File: src/rtl/dd_pkg.sv
// rtl/dd_pkg.sv - shared video-path types and luma weights
package dd_pkg;
  localparam int LUMA_WR = 2;
  localparam int LUMA_WG = 5;
  localparam int LUMA_WB = 1;
  localparam int LUMA_SH = 3;

  typedef struct packed {
    logic [7:0] r;
    logic [7:0] g;
    logic [7:0] b;
  } rgb_t;

  // Max weighted sum is 8*255 = 2040, so 11 bits never overflow.
  function automatic logic [7:0] luma_of(rgb_t p);
    logic [10:0] sum;
    sum = 11'(LUMA_WR) * {3'b000, p.r}
        + 11'(LUMA_WG) * {3'b000, p.g}
        + 11'(LUMA_WB) * {3'b000, p.b};
    return 8'(sum >> LUMA_SH);
  endfunction
endpackage

File: src/rtl/luma_calc.sv
// rtl/luma_calc.sv - registered RGB to 8-bit luma stage
module luma_calc
  import dd_pkg::*;
(
  input  logic       clk_i,
  input  logic       rst_i,
  input  rgb_t       rgb_i,
  output logic [7:0] luma_o
);
  logic [7:0] luma_d, luma_q;

  assign luma_d = luma_of(rgb_i);

  always_ff @(posedge clk_i or posedge rst_i) begin
    if (rst_i) luma_q <= 8'd0;
    else       luma_q <= luma_d;
  end

  assign luma_o = luma_q;
endmodule

File: src/rtl/pix_pack.sv
// rtl/pix_pack.sv - bright-pixel counter per group of an active run
// S1 luma, S2 threshold compare, S3 group accumulator; hs delayed to match.
module pix_pack
  import dd_pkg::*;
#(
  parameter int unsigned GROUP = 8,
  parameter int unsigned THRES = 128
) (
  input  logic        clk_i,
  input  logic        rst_i,
  input  logic        hs_i,
  input  logic        de_i,
  input  logic [23:0] rgb_i,
  output logic        hs_o,
  output logic        de_o,
  output logic [7:0]  wd_o
);
  localparam int CNT_W = $clog2(GROUP + 1);

  rgb_t       rgb;
  logic [7:0] luma_s1;
  logic       de_s1_q, hs_s1_q;
  logic       bright_s2_q, de_s2_q, hs_s2_q;
  logic       hs_q, de_q, de_d;
  logic [7:0] wd_q, wd_d, acc_q, acc_d, acc_sum;
  logic [CNT_W-1:0] cnt_q, cnt_d;
  logic       close;

  assign rgb = rgb_i;

  luma_calc u_luma (
    .clk_i  (clk_i),
    .rst_i  (rst_i),
    .rgb_i  (rgb),
    .luma_o (luma_s1)
  );

  always_ff @(posedge clk_i or posedge rst_i) begin
    if (rst_i) begin
      de_s1_q     <= 1'b0;
      hs_s1_q     <= 1'b0;
      bright_s2_q <= 1'b0;
      de_s2_q     <= 1'b0;
      hs_s2_q     <= 1'b0;
      hs_q        <= 1'b0;
    end else begin
      de_s1_q     <= de_i;
      hs_s1_q     <= hs_i;
      bright_s2_q <= (luma_s1 >= 8'(THRES)) & de_s1_q;
      de_s2_q     <= de_s1_q;
      hs_s2_q     <= hs_s1_q;
      hs_q        <= hs_s2_q;
    end
  end

  // de_s1 is the de of the pixel following the one in S2, so its low
  // level marks the last pixel of the run and forces a flush.
  always_comb begin
    acc_d   = acc_q;
    cnt_d   = cnt_q;
    wd_d    = wd_q;
    de_d    = 1'b0;
    acc_sum = acc_q + {7'd0, bright_s2_q};
    close   = de_s2_q & ((cnt_q == CNT_W'(GROUP - 1)) | ~de_s1_q);
    if (de_s2_q) begin
      if (close) begin
        wd_d  = acc_sum;
        de_d  = 1'b1;
        acc_d = 8'd0;
        cnt_d = '0;
      end else begin
        acc_d = acc_sum;
        cnt_d = cnt_q + CNT_W'(1);
      end
    end
  end

  always_ff @(posedge clk_i or posedge rst_i) begin
    if (rst_i) begin
      acc_q <= 8'd0;
      cnt_q <= '0;
      wd_q  <= 8'd0;
      de_q  <= 1'b0;
    end else begin
      acc_q <= acc_d;
      cnt_q <= cnt_d;
      wd_q  <= wd_d;
      de_q  <= de_d;
    end
  end

  assign hs_o = hs_q;
  assign de_o = de_q;
  assign wd_o = wd_q;
endmodule

File: config.mk
export PLATFORM = sky130hd
export DESIGN_NAME = pix_pack
export DESIGN_NICKNAME = d
export VERILOG_FILES = /design/src/rtl/dd_pkg.sv /design/src/rtl/luma_calc.sv /design/src/rtl/pix_pack.sv
export SDC_FILE = /design/constraint.sdc
export NUM_CORES = 1
export LEC_CHECK = 0
export BUFFER_PORTS_ARGS = -buffer_cell sky130_fd_sc_hd__buf_2
export CORE_UTILIZATION = 30
export CTS_CLUSTER_DIAMETER = 50
export DETAILED_ROUTE_END_ITERATION = 10
export SYNTH_ARGS = -nofsm -noshare
export SYNTH_HDL_FRONTEND = slang
export SYNTH_SLANG_ARGS = --single-unit
File: constraint.sdc
create_clock -name clk_i -period 1.56 [get_ports clk_i]
set_clock_uncertainty 0.15 [all_clocks]
set_input_delay 0.234 -clock clk_i [delete_from_list [all_inputs] [get_ports clk_i]]
set_output_delay 0.234 -clock clk_i [all_outputs]
set_load 0.02 [all_outputs]
==> metrics.cfg, run 1 <==
[timing]
rsz0062_at_grt=yes
finalHoldWorstSlack_ns=0.211
fin_crit_ns=2.51
worstMarginPinSlew_ns=0.350
slew_headroom_pct=76.7
max_freq_ghz=0.399
tns_ns=-0.947
setup_viol=1
drv_slew=0
hold_viol_final=0
post-route-period-util_pct=161
postLayoutSetupSlackWorst_ns=-0.947

[global_routing]
grt_max_degree=15
grt_pass1_vias=1384
grt_use_met2_pct=21.1
met1_usage_pct=13.9
grt_util_all_layers_pct=11.5
antenna_found_initial=0
use_met3_pct=1.35
grt_pass1_wl_um=5940
busiest_layer=met2
overflow=0

[routing]
postRouteAntennaNets=0
first_pass_iters=4
wl_per_cell_um=11.1
avgViaCountPerCell=4.48
drcViolationCount=0
finalWirelength_um=3430
vias=1390
drt_iter0_markers=35

[final_layout]
drive_above_1_share_pct=37.9
ff_latch_area_um2=701
nets=298
area_delta_synth_final_pct=36.8
multi_input_area_um2=1250
finalInstanceArea_um2=2580
n_antenna_cell=0
final_core_util_pct=43.1
fillers=582

[synth]
synth_cell_types=34
synthTopCellsByArea=dfrtp_1 37%, ha_1 14%, fa_1 13%
async_flop_share_pct=100
ys_seq_area_share_pct=37.2
synth_cells=179
yosysWarnings=0
synth_area_um2=1890
synth_top_area_cell=dfrtp_1
syn-num-nets=240
ys_ff_latch=28
ys.flop_type=dfrtp_1
synth_top_area_share_pct=37.2
synth-edff-count=0
avgSynthCellArea_um2=10.5

[worst_setup_path]
startpoint_type=primary input
criticalPathCategory=primary input to register
cp-end-kind=register
arrival_ns=2.52
path_max_fanout=2
crit_required_ns=1.57

[min_path]
hold_class=register to register

[run_status]
violations=setup timing
status=finished with violations

[run]
cap_viol_max_count=0

[power_and_ir_drop]
ir_worst_vdd_mv=0.351
leakage_nw=1.26
power_mw=2.02
p_per_area_nw_per_um2=784

[floorplanning]
design.die.area_um2=6610
num_rows=28
core_um2=5990
die_w_um=81.3
ioPinCount=38
floorplan.initialDensity_pct=31.5
die_h_um=81.3

[clock_tree]
cts_root_buf=clkbuf_8
clk_path_buf_depth=2
clk_pin_slew_ns=0.09
cts_tree=yes
numCtsBuffers=3
clock-sinks=28
ctsHtreeMaxLevel=1
clk_latency_ns=0.27

[placement]
gp_congestion=0.742
post_dp_cell_area_um2=2350
dp_hpwl_um=2720
io_buffers=37

where the power goes:
group | internal [mW] | switching, mW | total (mW)
registers | 0.805 | 0.0593 | 0.864
logic | 0.378 | 0.396 | 0.774
clock network | 0.173 | 0.211 | 0.384
registers in the layout (all words and copies together) (netlist names):
name,count
hs_s1_q,1
cnt_q,4
de_s1_q,1
hs_s2_q,1
acc_q,8
hs_o,1
wd_o,8
u_luma.luma_o,1
de_s2_q,1
bright_s2_q,1
de_o,1
final cells by class:
| cell class | instances | area share, % |
|---|---|---|
| Timing Repair Buffer | 57 | 14.4 |
| Clock buffer | 3 | 1.60 |
| Inverter | 32 | 4.66 |
| Tap cell | 75 | 3.64 |
| Multi-Input combinational cell | 115 | 48.5 |
| Sequential cell | 28 | 27.2 |
layout by cell type, fill, tap and decap left out, drive strengths merged, types with 3 or more instances in the layout:
master / synthesis / routed
nor3: 3 / 3
dfrtp: 28 / 28
a21oi: 7 / 7
o22ai: 4 / 4
a22o: 6 / 6
buf: 2 / 54
clkbuf: 2 / 3
mux2: 3 / 3
inv: 32 / 32
nand2: 10 / 10
xnor2: 6 / 6
fa: 12 / 12
and3: 3 / 3
ha: 21 / 21
dlygate4sd3: 0 / 3
o21ai: 8 / 8
nor2: 13 / 13
nand3: 4 / 4
per-layer routing:
layer,routed length [um],vias up
li1,-,700
met1,1600,651
met2,1680,34
met3,106,5
met4,37,0
met5,0,-
critical path: stages:
cell and delay, ns:
buf_4 0.13, ha_4 0.21, fa_1 0.50, inv_1 0.05, fa_1 0.50, inv_1 0.07
ha_4 0.27, nand2_2 0.06, a2111oi_4 0.28, nor4_2 0.09, xnor2_1 0.12
what timing repair did:
action                     in CTS  in global routing
hold buffers                    3                  0
setup endpoints to repair       6                 14
pin swaps                       8                  9
gates resized for setup        16                 15
hold endpoints to repair       30                  0
buffers inserted                0                  1
cells in the mapped netlist (4+ instances only):
library cell  instances
inv_1                32
dfrtp_1              28
ha_1                 21
nor2_1               13
fa_1                 12
nand2_1              10
o21ai_0               8
a21oi_1               6
a22o_1                6
xnor2_1               6
o22ai_1               4
logic make-up after synthesis:
kind of cell	count (synthesis)	synth area share (%)
AOI/OAI and AO/OA	29	10.6
xor gates and xnor gates	7	3.25
muxes	4	2.32
DFF	28	37.2
buffers and inverters	36	7.43
and+or+nand+nor	42	12.6
adders and majority gates	33	26.7
metrics by stage:
step	setup slack (ns)	instances
CTS	-0.931	309
detailed placement	-1.34	303
floorplan	-1.06	179
finish	-0.947	310
global placement	-1.30	303
global route	-1.03	310
path summary, 6_finish.rpt:
| check | slack (ns) | depth (start not counted) | from | endpoint |
|---|---|---|---|---|
| max in group asynchronous | 0.74 | 4 | rst_i | acc_q[4] |
| worst max register to register | 0.04 | 5 | acc_q[0] | wd_o[4] |
| worst min register to register | 0.21 | 0 | hs_s2_q | hs_o |
| worst min-delay path | 0.21 | 0 | hs_s2_q | hs_o |
| min in group asynchronous | 0.36 | 4 | rst_i | acc_q[5] |
| worst max-delay path | -0.95 | 11 | rgb_i[13] | u_luma.luma_o[7] |
(Power assumes the default switching activity.)
==> inputs of run 2 (changes only) <==
==> constraint.sdc (replaced) <==
create_clock -name clk_i -period 2.5 [get_ports clk_i]
set_clock_uncertainty 0.15 [all_clocks]
set_input_delay 0.375 -clock clk_i [delete_from_list [all_inputs] [get_ports clk_i]]
set_output_delay 0.375 -clock clk_i [all_outputs]
set_load 0.02 [all_outputs]
==> run 2 against run 1 <==
Against the previous run:
- the run still ends with setup timing left
- register-to-register slack better by 0.68 ns
- sequential power is 39% lower
- die area unchanged
- worst hold slack lost 0.16 ns
- critical path depth is the same
==> metrics.cfg, run 2 (synthesis results as in run 1) <==
[floorplanning]
core_um2=5990
num_rows=28
design.die.area_um2=6610
die_w_um=81.3
die_h_um=81.3
floorplan.initialDensity_pct=31.5
ioPinCount=38

[timing]
postLayoutSetupSlackWorst_ns=-0.129
hold_viol_final=0
rsz0062_at_grt=yes
fin_crit_ns=2.63
worstMarginPinSlew_ns=0.410
finalHoldWorstSlack_ns=0.0542
max_freq_ghz=0.380
setup_viol=1
drv_slew=0
slew_headroom_pct=72.6
post-route-period-util_pct=105

[global_routing]
grt_util_all_layers_pct=10.8
grt_pass1_wl_um=5660
overflow=0
grt_max_degree=28
antenna_found_initial=0
grt_pass1_vias=1351

[final_layout]
final_core_util_pct=39.6
n_antenna_cell=0
drive_above_1_share_pct=29.7
nets=284
area_delta_synth_final_pct=25.7
finalInstanceArea_um2=2370
layout_commonest_cell=buf_2
layout.cells.most_common_list=32 x buf_2, 30 x inv_1, 28 x dfrtp_1

[worst_setup_path]
cp-end-kind=register
cp_cell_sequence=buf_4 > ha_4 > fa_1 > inv_1 > fa_1 > inv_1 > ha_1 > nand4_1 > a2111oi_2 > nor4_1 > xnor2_1
arrival_ns=2.68
critPathMaxStageDelay_ns=0.47
critPathTopFamily=adder cells
startpoint_type=primary input
criticalPathCategory=primary input to register
slowest_stage=fa_1
reg2regPathDepth=4
path_max_fanout=2
crit_cells=11
crit_required_ns=2.55
cp_num_buf_inv=3

[run_status]
status=finished with violations
violations=setup timing

[clock_tree]
cts_setup_buffers=0
cts_root_buf=clkbuf_8
clock-sinks=28
cts_tree=yes
ctsHtreeMaxLevel=1
clk_path_buf_depth=2
numCtsBuffers=3
clk_latency_ns=0.27
clk_pin_slew_ns=0.09

[routing]
postRouteAntennaNets=0
drcViolationCount=0
drt_iter0_markers=48
vias=1315
wl_per_cell_um=10.5
first_pass_iters=4
avgViaCountPerCell=4.43
finalWirelength_um=3110

[placement]
io_buffers=37
dp_hpwl_um=2480
gp_congestion=0.721
dp_slack_ns=-0.517
post_dp_cell_area_um2=2260

[power_and_ir_drop]
ir_worst_vdd_mv=0.322
power_mw=1.28
p_per_area_nw_per_um2=540
leakage_nw=1.20

[min_path]
hold_class=primary input to register
min_path_cells=1

[run]
cap_viol_max_count=0

[run 2: worst paths after layout]
path                       slack (ns)                to       from
max                             -0.13  u_luma.luma_o[7]  rgb_i[14]
min reg2reg                      0.21              hs_o    hs_s2_q
max reg2reg                      0.72           wd_o[1]   cnt_q[0]
max in group asynchronous        1.37           de_s1_q      rst_i
min in group asynchronous        0.33              hs_o      rst_i
min                              0.05           hs_s1_q       hs_i
[run 2: power breakdown]
group / leakage [nW] / internal [mW] / switching, mW
sequential: 0.361 / 0.502 / 0.0267
clock: 0.0357 / 0.214 / 0.136
combinational: 0.804 / 0.186 / 0.215
[run 2: metrics by stage]
stage,cells,setup TNS [ns]
2_1_floorplan,179,-0.265
3_3_place_gp,292,-0.493
3_5_place_dp,292,-0.517
4_1_cts,297,-0.138
5_1_grt,297,-0.255
6_report,297,-0.129
[run 2: metal layers]
layer / up-vias / global-route usage, % / share of wire, %
met2: 31 / 19.2 / 48
met4: 0 / 3.21 / 0.96
met5: - / 0 / 0
li1: 675 / - / -
met1: 605 / 13.7 / 47
met3: 4 / 1.35 / 3.9
[run 2: timing repair]
| action | CTS | global route |
|---|---|---|
| gates resized for setup | 9 | 0 |
| setup endpoints to repair | 1 | 1 |
| hold buffers | 1 | 0 |
| pin swaps | 14 | 0 |
| hold endpoints to repair | 1 | 0 |
[run 2: final cells by class]
class | instances | area, um2
Fill cell | 583 | 3620
Clock inverter | 1 | 30.0
Multi-Input combinational cell | 115 | 1130
Sequential cell | 28 | 701
Inverter | 32 | 120
Timing Repair Buffer | 43 | 253
Clock buffer | 3 | 41.3
Tap cell | 75 | 93.8
==> inputs of run 3 (changes only) <==
--- a/config.mk
+++ b/config.mk
@@ -5,10 +5,11 @@
 export SDC_FILE = /design/constraint.sdc
 export NUM_CORES = 1
 export LEC_CHECK = 0
-export BUFFER_PORTS_ARGS = -buffer_cell sky130_fd_sc_hd__buf_2
 export CORE_UTILIZATION = 30
 export CTS_CLUSTER_DIAMETER = 50
 export DETAILED_ROUTE_END_ITERATION = 10
+export DONT_BUFFER_PORTS = 1
 export SYNTH_ARGS = -nofsm -noshare
 export SYNTH_HDL_FRONTEND = slang
+export SYNTH_HIERARCHICAL = 1
 export SYNTH_SLANG_ARGS = --single-unit
==> run 3 against run 2 <==
Against the previous run:
- die area is 0.39% lower
- critical endpoint is now u_luma/luma_o[7]
- the run still ends with setup timing left
- first-iteration DRC count is 48% higher
- sequential power is 5.5% higher
- sequential cell count stayed put
- wire length is 6.0% higher
- critical path type unchanged
- worst hold slack better by 0.16 ns
==> metrics.cfg, run 3 <==
[synth]
syn-num-nets=235
avgSynthCellArea_um2=10.8
synth_cells=174
yosysWarnings=6
synth_area_um2=1880

[worst_setup_path]
r2r-start=cnt_q[0]
rrSetupSlack_ns=0.54
crit_required_ns=2.55
slowest_stage=fa_1
crit_top_cell=fa_1
critPathMaxStageDelay_ns=0.49
criticalPathCategory=primary input to register
startpoint_type=primary input
cp-end-kind=register
crit_path_end=u_luma/luma_o[7]
crit_cells=10
path_max_fanout=2
critPathTopFamily=adder cells
arrival_ns=2.65
r2r_end=wd_o[3]
crit_path_start=rgb_i[9]
cp_num_buf_inv=1
cp_cell_sequence=ha_4 > inv_2 > fa_1 > fa_1 > fa_2 > and2b_1 > nor3_2 > o21a_1 > o21ai_1 > xor2_1
reg2regPathDepth=5

[placement]
dp_slack_ns=-0.414
io_buffers=0
dp_hpwl_um=2630
gp_congestion=0.791
dpl.cell_count=247

[routing]
postRouteAntennaNets=0
drt_iter0_markers=71
avgViaCountPerCell=4.78
vias=1215
drcViolationCount=0
wl_per_cell_um=13.0
first_pass_iters=2
finalWirelength_um=3300

[clock_tree]
clk_latency_ns=0.27
cts_setup_buffers=0
numCtsBuffers=3
clock-sinks=28
clk_pin_slew_ns=0.09
cts_tree=yes
ctsHtreeMaxLevel=1
clk_path_buf_depth=2
cts_root_buf=clkbuf_8

[global_routing]
grt_max_degree=28
grt_pass1_wl_um=5770
grt_util_all_layers_pct=11.2
overflow=0
grt_pass1_vias=1282
antenna_found_initial=0

[timing]
rsz0062_at_grt=yes
setup_viol=1
post-route-period-util_pct=104
max_freq_ghz=0.385
slew_headroom_pct=75.2
hold_viol_final=0
fin_crit_ns=2.59
worstMarginPinSlew_ns=0.371
postLayoutSetupSlackWorst_ns=-0.0947
drv_slew=0

[final_layout]
layout_commonest_cell=dfrtp_1
area_delta_synth_final_pct=11.5
nets=241
n_antenna_cell=0
instances_no_fill=254
drive_above_1_share_pct=9.50
layout.cells.most_common_list=28 x dfrtp_1, 27 x inv_1, 17 x ha_1

[floorplanning]
ioPinCount=38
die_h_um=81.1
num_rows=28
core_um2=5990
design.die.area_um2=6580
floorplan.initialDensity_pct=31.3
die_w_um=81.1

[power_and_ir_drop]
p_per_area_nw_per_um2=535
leakage_nw=0.978
ir_worst_vdd_mv=0.361

[run_status]
violations=setup timing
status=finished with violations

[run]
cap_viol_max_count=0

[min_path]
hold_class=primary input to register

[run 3: per-stage QoR]
step	hold slack [ns]	util (%)	TNS, ns	power (mW)	instance area (um2)
after CTS	0.206	34.9	-0.110	1.13	2090
after global placement	-0.0423	33.0	-0.402	0.839	1980
final	0.211	35.0	-0.0947	1.12	2090
after detailed placement	-0.0416	33.0	-0.414	0.849	1980
after global routing	0.203	35.0	-0.194	1.22	2090
after floorplan	-0.0463	-	-0.330	0.785	1900
[run 3: power by group]
group	internal (mW)	switching (mW)	total, mW
clock network	0.141	0.132	0.272
logic	0.144	0.147	0.291
registers	0.499	0.0584	0.558
[run 3: layer usage]
layer	routed length [um]	track usage [%]	up-vias
met1	1570	14.2	578
met3	114	2.25	4
met2	1600	19.7	26
met4	12	1.96	0
met5	0	0	-
li1	-	-	607
[run 3: worst min path at each step]
stage	startpoint	endpoint	slack, ns	depth (start not counted)
6_report	rgb_i[15]	u_luma/luma_o[7]	0.21	2
3_5_place_dp	rst_i	u_luma/luma_o[7]	-0.04	1
3_3_place_gp	rst_i	u_luma/luma_o[7]	-0.04	1
2_1_floorplan	rst_i	u_luma/luma_o[7]	-0.05	1
4_1_cts	rgb_i[15]	u_luma/luma_o[7]	0.21	2
5_1_grt	rgb_i[15]	u_luma/luma_o[7]	0.20	2
[run 3: repair_timing]
action	4_1_cts	5_1_grt
pin swaps	7	8
hold buffers	3	0
endpoints found under the hold margin	30	0
setup endpoints to repair	1	1
resized for setup	3	1
[run 3: layout make-up]
class	instances	area, um2
flip-flops and latches	28	701
clock buffers	4	55.1
multi-input cells	114	1090
fillers	615	3900
repair buffers	5	45.0
inverters	28	105
well taps	75	93.8
[run 3: worst register-to-register path, delay by kind of cell, from the launching register on]
| family | cells | cell delay [ns] |
|---|---|---|
| compound gates | 1 | 0.30 |
| fa+ha+maj | 1 | 0.25 |
| buf+inv | 1 | 0.21 |
| flops | 1 | 0.40 |
| mux | 1 | 0.33 |
| simple gates | 1 | 0.20 |
